==> config.mk <==
export PLATFORM = sky130hd
export DESIGN_NAME = pipe_bypass_ctrl
export DESIGN_NICKNAME = d
export VERILOG_FILES = /design/src/rtl/pipe_bypass_ctrl.sv
export SDC_FILE = /design/constraint.sdc
export NUM_CORES = 1
export LEC_CHECK = 0
export CAP_MARGIN = 20
export CORE_AREA = 2 2 136 138
export DETAILED_ROUTE_END_ITERATION = 8
export DIE_AREA = 0 0 138 140
export PLACE_DENSITY = 0.85
export SLEW_MARGIN = 30
export SYNTH_ARGS = -nofsm -noshare
export SYNTH_HDL_FRONTEND = slang
export SYNTH_SLANG_ARGS = --single-unit
==> constraint.sdc <==
create_clock -name clk -period 2.6 [get_ports clk]
set_input_delay 0.26 -clock clk [delete_from_list [all_inputs] [get_ports clk]]
set_output_delay 0.26 -clock clk [all_outputs]
set_load 0.05 [all_outputs]
==> src/rtl/pipe_bypass_ctrl.sv <==
// In-flight destination tracker between decode and execute: operand bypass, load-use
// interlock, write-back sequencing and a saturating hazard-stall counter.
module pipe_bypass_ctrl #(
    parameter int unsigned DATA_W     = 32,
    parameter int unsigned RF_ADDRESS = 5,
    parameter int unsigned STAGES     = 3,
    parameter int unsigned LOAD_STAGE = 2,
    parameter int unsigned CNT_W      = 16
) (
    input  logic                  clk,
    input  logic                  reset,
    input  logic                  issue_valid,
    input  logic [RF_ADDRESS-1:0] issue_rs1,
    input  logic [RF_ADDRESS-1:0] issue_rs2,
    input  logic                  issue_use_rs1,
    input  logic                  issue_use_rs2,
    input  logic [RF_ADDRESS-1:0] issue_rd,
    input  logic                  issue_regwrite,
    input  logic                  issue_is_load,
    input  logic [DATA_W-1:0]     rf_rs1_data,
    input  logic [DATA_W-1:0]     rf_rs2_data,
    input  logic [DATA_W-1:0]     ex_result,
    input  logic [DATA_W-1:0]     load_data,
    input  logic                  flush,
    input  logic                  hold,
    output logic                  issue_ready,
    output logic [DATA_W-1:0]     op1_data,
    output logic [DATA_W-1:0]     op2_data,
    output logic                  wb_en,
    output logic [RF_ADDRESS-1:0] wb_rd,
    output logic [DATA_W-1:0]     wb_data,
    output logic [CNT_W-1:0]      stall_cycles
);

    localparam int NumStages = int'(STAGES);
    localparam int LoadStage = int'(LOAD_STAGE);

    logic                  valid_q    [1:NumStages];
    logic                  valid_d    [1:NumStages];
    logic [RF_ADDRESS-1:0] rd_q       [1:NumStages];
    logic [RF_ADDRESS-1:0] rd_d       [1:NumStages];
    logic                  regwrite_q [1:NumStages];
    logic                  regwrite_d [1:NumStages];
    logic                  is_load_q  [1:NumStages];
    logic                  is_load_d  [1:NumStages];
    logic [DATA_W-1:0]     data_q     [1:NumStages];
    logic [DATA_W-1:0]     data_d     [1:NumStages];
    logic                  ready_q    [1:NumStages];
    logic                  ready_d    [1:NumStages];

    logic [CNT_W-1:0]      stall_q;
    logic [CNT_W-1:0]      stall_d;

    logic [RF_ADDRESS-1:0] src_addr [2];
    logic [DATA_W-1:0]     src_rf   [2];
    logic [DATA_W-1:0]     src_val  [2];
    logic                  src_haz  [2];
    logic                  hazard;
    logic                  accept;

    always_comb begin
        src_addr[0] = issue_rs1;
        src_addr[1] = issue_rs2;
        src_rf[0]   = rf_rs1_data;
        src_rf[1]   = rf_rs2_data;
    end

    // Walk oldest to youngest so the youngest matching entry overwrites older ones.
    always_comb begin
        for (int i = 0; i < 2; i++) begin
            src_val[i] = src_rf[i];
            src_haz[i] = 1'b0;
            for (int s = NumStages; s >= 1; s--) begin
                if (valid_q[s] && regwrite_q[s] && (rd_q[s] == src_addr[i]) &&
                    (src_addr[i] != '0)) begin
                    src_haz[i] = is_load_q[s] && (s < LoadStage);
                    if ((s == 1) && !is_load_q[s]) begin
                        src_val[i] = ex_result;
                    end else if ((s == LoadStage) && is_load_q[s]) begin
                        src_val[i] = load_data;
                    end else if (ready_q[s]) begin
                        src_val[i] = data_q[s];
                    end else begin
                        src_val[i] = src_rf[i];
                    end
                end
            end
        end
    end

    always_comb begin
        hazard      = (issue_use_rs1 && src_haz[0]) || (issue_use_rs2 && src_haz[1]);
        issue_ready = !hazard && !hold;
        accept      = issue_valid && issue_ready && !flush;
        op1_data    = src_val[0];
        op2_data    = src_val[1];
    end

    always_comb begin
        for (int s = 1; s <= NumStages; s++) begin
            valid_d[s]    = valid_q[s];
            rd_d[s]       = rd_q[s];
            regwrite_d[s] = regwrite_q[s];
            is_load_d[s]  = is_load_q[s];
            data_d[s]     = data_q[s];
            ready_d[s]    = ready_q[s];
        end
        if (!hold) begin
            for (int s = NumStages; s >= 2; s--) begin
                valid_d[s]    = valid_q[s-1];
                rd_d[s]       = rd_q[s-1];
                regwrite_d[s] = regwrite_q[s-1];
                is_load_d[s]  = is_load_q[s-1];
                if ((s - 1 == 1) && !is_load_q[s-1]) begin
                    data_d[s]  = ex_result;
                    ready_d[s] = 1'b1;
                end else if ((s - 1 == LoadStage) && is_load_q[s-1]) begin
                    data_d[s]  = load_data;
                    ready_d[s] = 1'b1;
                end else begin
                    data_d[s]  = data_q[s-1];
                    ready_d[s] = ready_q[s-1];
                end
            end
            valid_d[1]    = accept;
            rd_d[1]       = issue_rd;
            regwrite_d[1] = issue_regwrite;
            is_load_d[1]  = issue_is_load;
            data_d[1]     = '0;
            ready_d[1]    = 1'b0;
        end else if (flush) begin
            // A redirect during a freeze still kills the youngest entry.
            valid_d[1] = 1'b0;
        end
    end

    always_comb begin
        stall_d = stall_q;
        if (!hold && issue_valid && hazard && !flush && (stall_q != '1)) begin
            stall_d = stall_q + CNT_W'(1);
        end
    end

    always_ff @(posedge clk or negedge reset) begin
        if (!reset) begin
            for (int s = 1; s <= NumStages; s++) begin
                valid_q[s]    <= 1'b0;
                rd_q[s]       <= '0;
                regwrite_q[s] <= 1'b0;
                is_load_q[s]  <= 1'b0;
                data_q[s]     <= '0;
                ready_q[s]    <= 1'b0;
            end
            stall_q <= '0;
        end else begin
            for (int s = 1; s <= NumStages; s++) begin
                valid_q[s]    <= valid_d[s];
                rd_q[s]       <= rd_d[s];
                regwrite_q[s] <= regwrite_d[s];
                is_load_q[s]  <= is_load_d[s];
                data_q[s]     <= data_d[s];
                ready_q[s]    <= ready_d[s];
            end
            stall_q <= stall_d;
        end
    end

    always_comb begin
        wb_en        = valid_q[NumStages] && regwrite_q[NumStages] &&
                       (rd_q[NumStages] != '0) && !hold;
        wb_rd        = rd_q[NumStages];
        wb_data      = data_q[NumStages];
        stall_cycles = stall_q;
    end

endmodule
[After elaboration in Yosys (flattened, before gate mapping)]
Index checks and enable logic that the tools add are counted.
Storage, ports and cells
  word-level logic and storage cells: 80
  register bits after elaboration: 105
Operators by class
  mux-type cells: 22
  reductions and logical operators: 33
  equality and inequality tests: 8
  add/sub/neg operators: 1
Operators with widths (number)
  $mux 32: 16
  $eq 5x5->1: 6
  $logic_and 1x1->1: 26
  $add 16x1->16 const B: 1
  $ne 16x16->1 const B: 1
  $reduce_bool 5->1: 3
  $mux 1: 6
  $logic_not 1->1: 3
  $ne 2x2->1 const B: 1
  $logic_or 1x1->1: 1

[Longest topological paths before layout]
  depth after elaboration: 11
  depth in mapped cells: 9

[Worst setup path before layout]
No wires, ideal clock.
  kind: register to output
  from: register rd_q, in the netlist wb_rd[0]
  to: output port op2_data[5]
  data arrival time: 2636 ps
  cell stages (with the launch flop): 7
  path slack: -296 ps
  path buffers: 1
  cells stage by stage: dfrtp_1 > xnor2_1 > nand4_1 > nor3_1 > buf_2 > mux2i_1 > o21ai_0
On the way
  cells in the longest elaborated chain, start to end: 6
RTL lines
  start: declaration: RTL line 40  | logic [RF_ADDRESS-1:0] rd_q [1:NumStages];
  start signal: indexed assignment: RTL line 158  | rd_q[s] <= rd_d[s];
  $eq 5x5->1: RTL line 74  | if (valid_q[s] && regwrite_q[s] && (rd_q[s] == src_addr[i]) &&
  $logic_and 1x1->1 (2 in a row): RTL line 74
  $mux 32 (3 in a row): RTL line 74
  end: declaration: RTL line 28  | output logic [DATA_W-1:0] op2_data,
No other way between the ends.

[Worst setup path in the final report]
  from: register rd_q[5] (netlist name)
  to: output port op1_data[5]
On the way
  cells in the longest elaborated chain, start to end: 5
RTL lines
  $eq 5x5->1: RTL line 74
  $logic_and 1x1->1 (2 in a row): RTL line 74
  $mux 32 (2 in a row): RTL line 74
  end: declaration: RTL line 27  | output logic [DATA_W-1:0] op1_data,
No other way between the ends.

==> impl_metrics.env <==
export IMPL_design_area_sq_um=13800
export IMPL_min_path_type="in -> async"
export IMPL_synth_area_leaders="dfrtp_1 (31%), mux2i_1 (11%), o21ai_0 (7.6%), mux2_2 (7.0%), o221ai_1 (6.4%)"
export IMPL_synth_area_sq_um=8400
export IMPL_finalCritPeriodShare_pct=113
export IMPL_clk_pin_slew_worst_paths_ns=0.07
export IMPL_numCtsBuffers=9
export IMPL_endpoint="op1_data[5]"
export IMPL_dp_hpwl_microns=21300
export IMPL_async_reset_ff_share_pct=100
export IMPL_coreArea_sq_um=17800
export IMPL_clock_latency_ns=0.36
export IMPL_tightest_slew_ns=0.670
export IMPL_busiest_layer="met2"
export IMPL_yosys_area_top_type="dfrtp_1"
export IMPL_drc=0
export IMPL_synth_seq_cells=105
export IMPL_p_leak_nw=5.59
export IMPL_vias=9273
export IMPL_pre_cts_slack_ns=-0.372
export IMPL_r2r_slack_ns=0.08
export IMPL_io_pins=271
export IMPL_grt_pass1_wl_microns=50800
export IMPL_violations="negative setup slack"
export IMPL_worstPathRequired_ns=2.34
export IMPL_rsz0062_at_grt="yes"
export IMPL_final_util_pct=77.7
export IMPL_start_kind="flop"
export IMPL_max_freq_mhz=340
export IMPL_yosysUniqueCellTypes=39
export IMPL_fin_crit_ns=2.94
export IMPL_skew_ns=0.00814
export IMPL_regArea_sq_um=2640
export IMPL_peakVddDrop_v=0.000414
export IMPL_hold_ws_ns=0.331
export IMPL_yosys_most_used_dff="dfrtp_1"
export IMPL_placed_cell_area_sq_um=12400
export IMPL_routabilityCongestion=0.931
export IMPL_final_antenna_net_count=0
export IMPL_slew_violations=0
export IMPL_r2r_start="rd_q[11]"
export IMPL_drt_pass1_iter_count=6
export IMPL_synth_edf_count=0
export IMPL_die_w_microns=138
export IMPL_first_global_vias=9176
export IMPL_grt_max_degree=60
export IMPL_rr_worst_depth=9
export IMPL_fin_ws_ns=-0.339
export IMPL_grt_remaining_overflow=0
export IMPL_htreeDepth=3
export IMPL_end_kind="primary output"
export IMPL_tritoncts="yes"
export IMPL_num_antenna_cells=0
export IMPL_outcome="complete, but fails checks"
export IMPL_area_growth_pct=64.4
export IMPL_mappedNetlistNets=1146
export IMPL_cts_buffer_depth=2
export IMPL_netlist_area_leader_share_pct=31.3
export IMPL_vias_per_cell=6.26
export IMPL_nets=1401
export IMPL_yosysSeqAreaShare_pct=31.3
export IMPL_wirelength_microns=34000
export IMPL_start_util_pct=47.2
export IMPL_io_buffer_count=270
export IMPL_fin_cells=1482
export IMPL_dpl_cell_count=1441
export IMPL_r2r_end="stall_cycles[1]"
export IMPL_clkSinkCount=105
export IMPL_gr_usage_met2_pct=53.8
export IMPL_cp_arrival_ns=2.68
export IMPL_synth_most_common_cell="o21ai_0"
export IMPL_grt_total_usage_pct=32.6
export IMPL_drive_gt1_share_pct=25.5
export IMPL_tns_ns=-17.24
export IMPL_antenna_found_initial=0
export IMPL_routedWlPerCell_microns=22.9
export IMPL_slew_headroom_pct=55.4
export IMPL_grtUsageMet1_pct=40.1
export IMPL_dieHeight_microns=140
export IMPL_fp_row_count=49
export IMPL_p_per_area_nw_per_um2=457
export IMPL_critPathLaunch="rd_q[5]"
export IMPL_syn_avg_cell_area_sq_um=8.46
export IMPL_synthTopCellsByCount="o21ai_0 (127), dfrtp_1 (105), mux2i_1 (96)"
export IMPL_yosys_warnings=0
export IMPL_synthCells=993
export IMPL_finalHoldViolCount=0
export IMPL_cap_violations=0
export IMPL_fill_cells=1076
export IMPL_power_mw=6.31
export IMPL_setup_viol=65
export IMPL_clockRootBuffer="clkbuf_16"
export IMPL_grtUsageMet3_pct=8.41
export IMPL_die_area_sq_um=19300
export IMPL_multi_input_area_sq_um=5830
export IMPL_cp_max_fo=10
export IMPL_path_class="reg -> out"
export IMPL_initialDrtViolationCount=740
-- what timing repair did --
action                     4_1_cts  5_1_grt
resized for setup               64       42
setup endpoints to repair       67       75
hold buffers                     1        0
gates cloned                     8        3
pin swaps                        9        7
buffers inserted                14        1
hold endpoints to repair        17        0
-- layout by cell type, fill, tap and decap left out, types with 4 or more instances in the layout --
cell type	instances
nor2_1	9
inv_1	66
nor2b_1	32
dfrtp_1	102
mux2_2	52
a21oi_1	68
xor2_1	18
dlygate4sd2_1	7
o221ai_4	27
or4_4	5
buf_12	85
nand3_1	8
o211ai_1	29
o221ai_2	33
xnor2_2	4
clkdlybuf4s50_1	195
o21ai_0	125
nand2_1	85
nand2b_1	4
nor3_1	9
a21o_1	32
buf_6	10
mux2i_1	95
xnor2_1	21
buf_4	52
clkbuf_16	11
nand4_1	14
-- final cells by class --
cell class	instances	share of cell area, %
Clock buffer	11	1.76
Multi-Input combinational cell	707	42.2
Tap cell	229	2.07
Timing Repair Buffer	358	32.3
Inverter	67	1.82
Sequential cell	105	19.1
Clock inverter	5	0.743
-- cells by family after synthesis --
| kind of cell | after synthesis | synth area share [%] |
|---|---|---|
| compound gates | 325 | 24.3 |
| xor+xnor | 44 | 4.59 |
| fa+ha+maj | 1 | 0.149 |
| buf+inv | 181 | 9.93 |
| flops | 105 | 31.3 |
| mux | 150 | 18.7 |
| simple gates | 187 | 11.0 |
-- state kept, by name, indices dropped and copies added (netlist names) --
register	count
data_q	32
is_load_q	2
rd_q	10
ready_q	2
regwrite_q	3
stall_cycles	16
valid_q	3
wb_data	32
wb_rd	5
-- power breakdown --
group / internal, mW / total [mW] / switching (mW)
Clock: 0.968 / 1.61 / 0.644
Sequential: 1.82 / 2.08 / 0.256
Combinational: 1.14 / 2.62 / 1.49
Total: 3.92 / 6.31 / 2.39
-- worst min path at each step --
stage | start | end | slack [ns] | cells past startpoint
3_5_place_dp | reset | stall_cycles[9] | 0.16 | 1
2_1_floorplan | reset | data_q[32] | -0.04 | 0
5_1_grt | reset | stall_cycles[9] | 0.34 | 2
3_3_place_gp | reset | stall_cycles[5] | 0.16 | 1
4_1_cts | reset | stall_cycles[4] | 0.32 | 2
6_report | reset | wb_data[2] | 0.33 | 2
-- metal layers --
layer	vias to the layer above	routed length, microns
met5	-	0
met4	0	1650
met3	135	3220
met2	586	16300
met1	4469	12800
li1	4083	-
-- worst max-delay path, stage by stage, from the launching register on --
cell	delay, ns
dfrtp_1	0.42
xor2_1	0.17
or4_4	0.56
nor4_4	0.18
buf_4	0.18
or2_4	0.15
buf_12	0.17
nor2_2	0.05
a211o_1	0.26
buf_12	0.16
(Power assumes the default switching activity.)
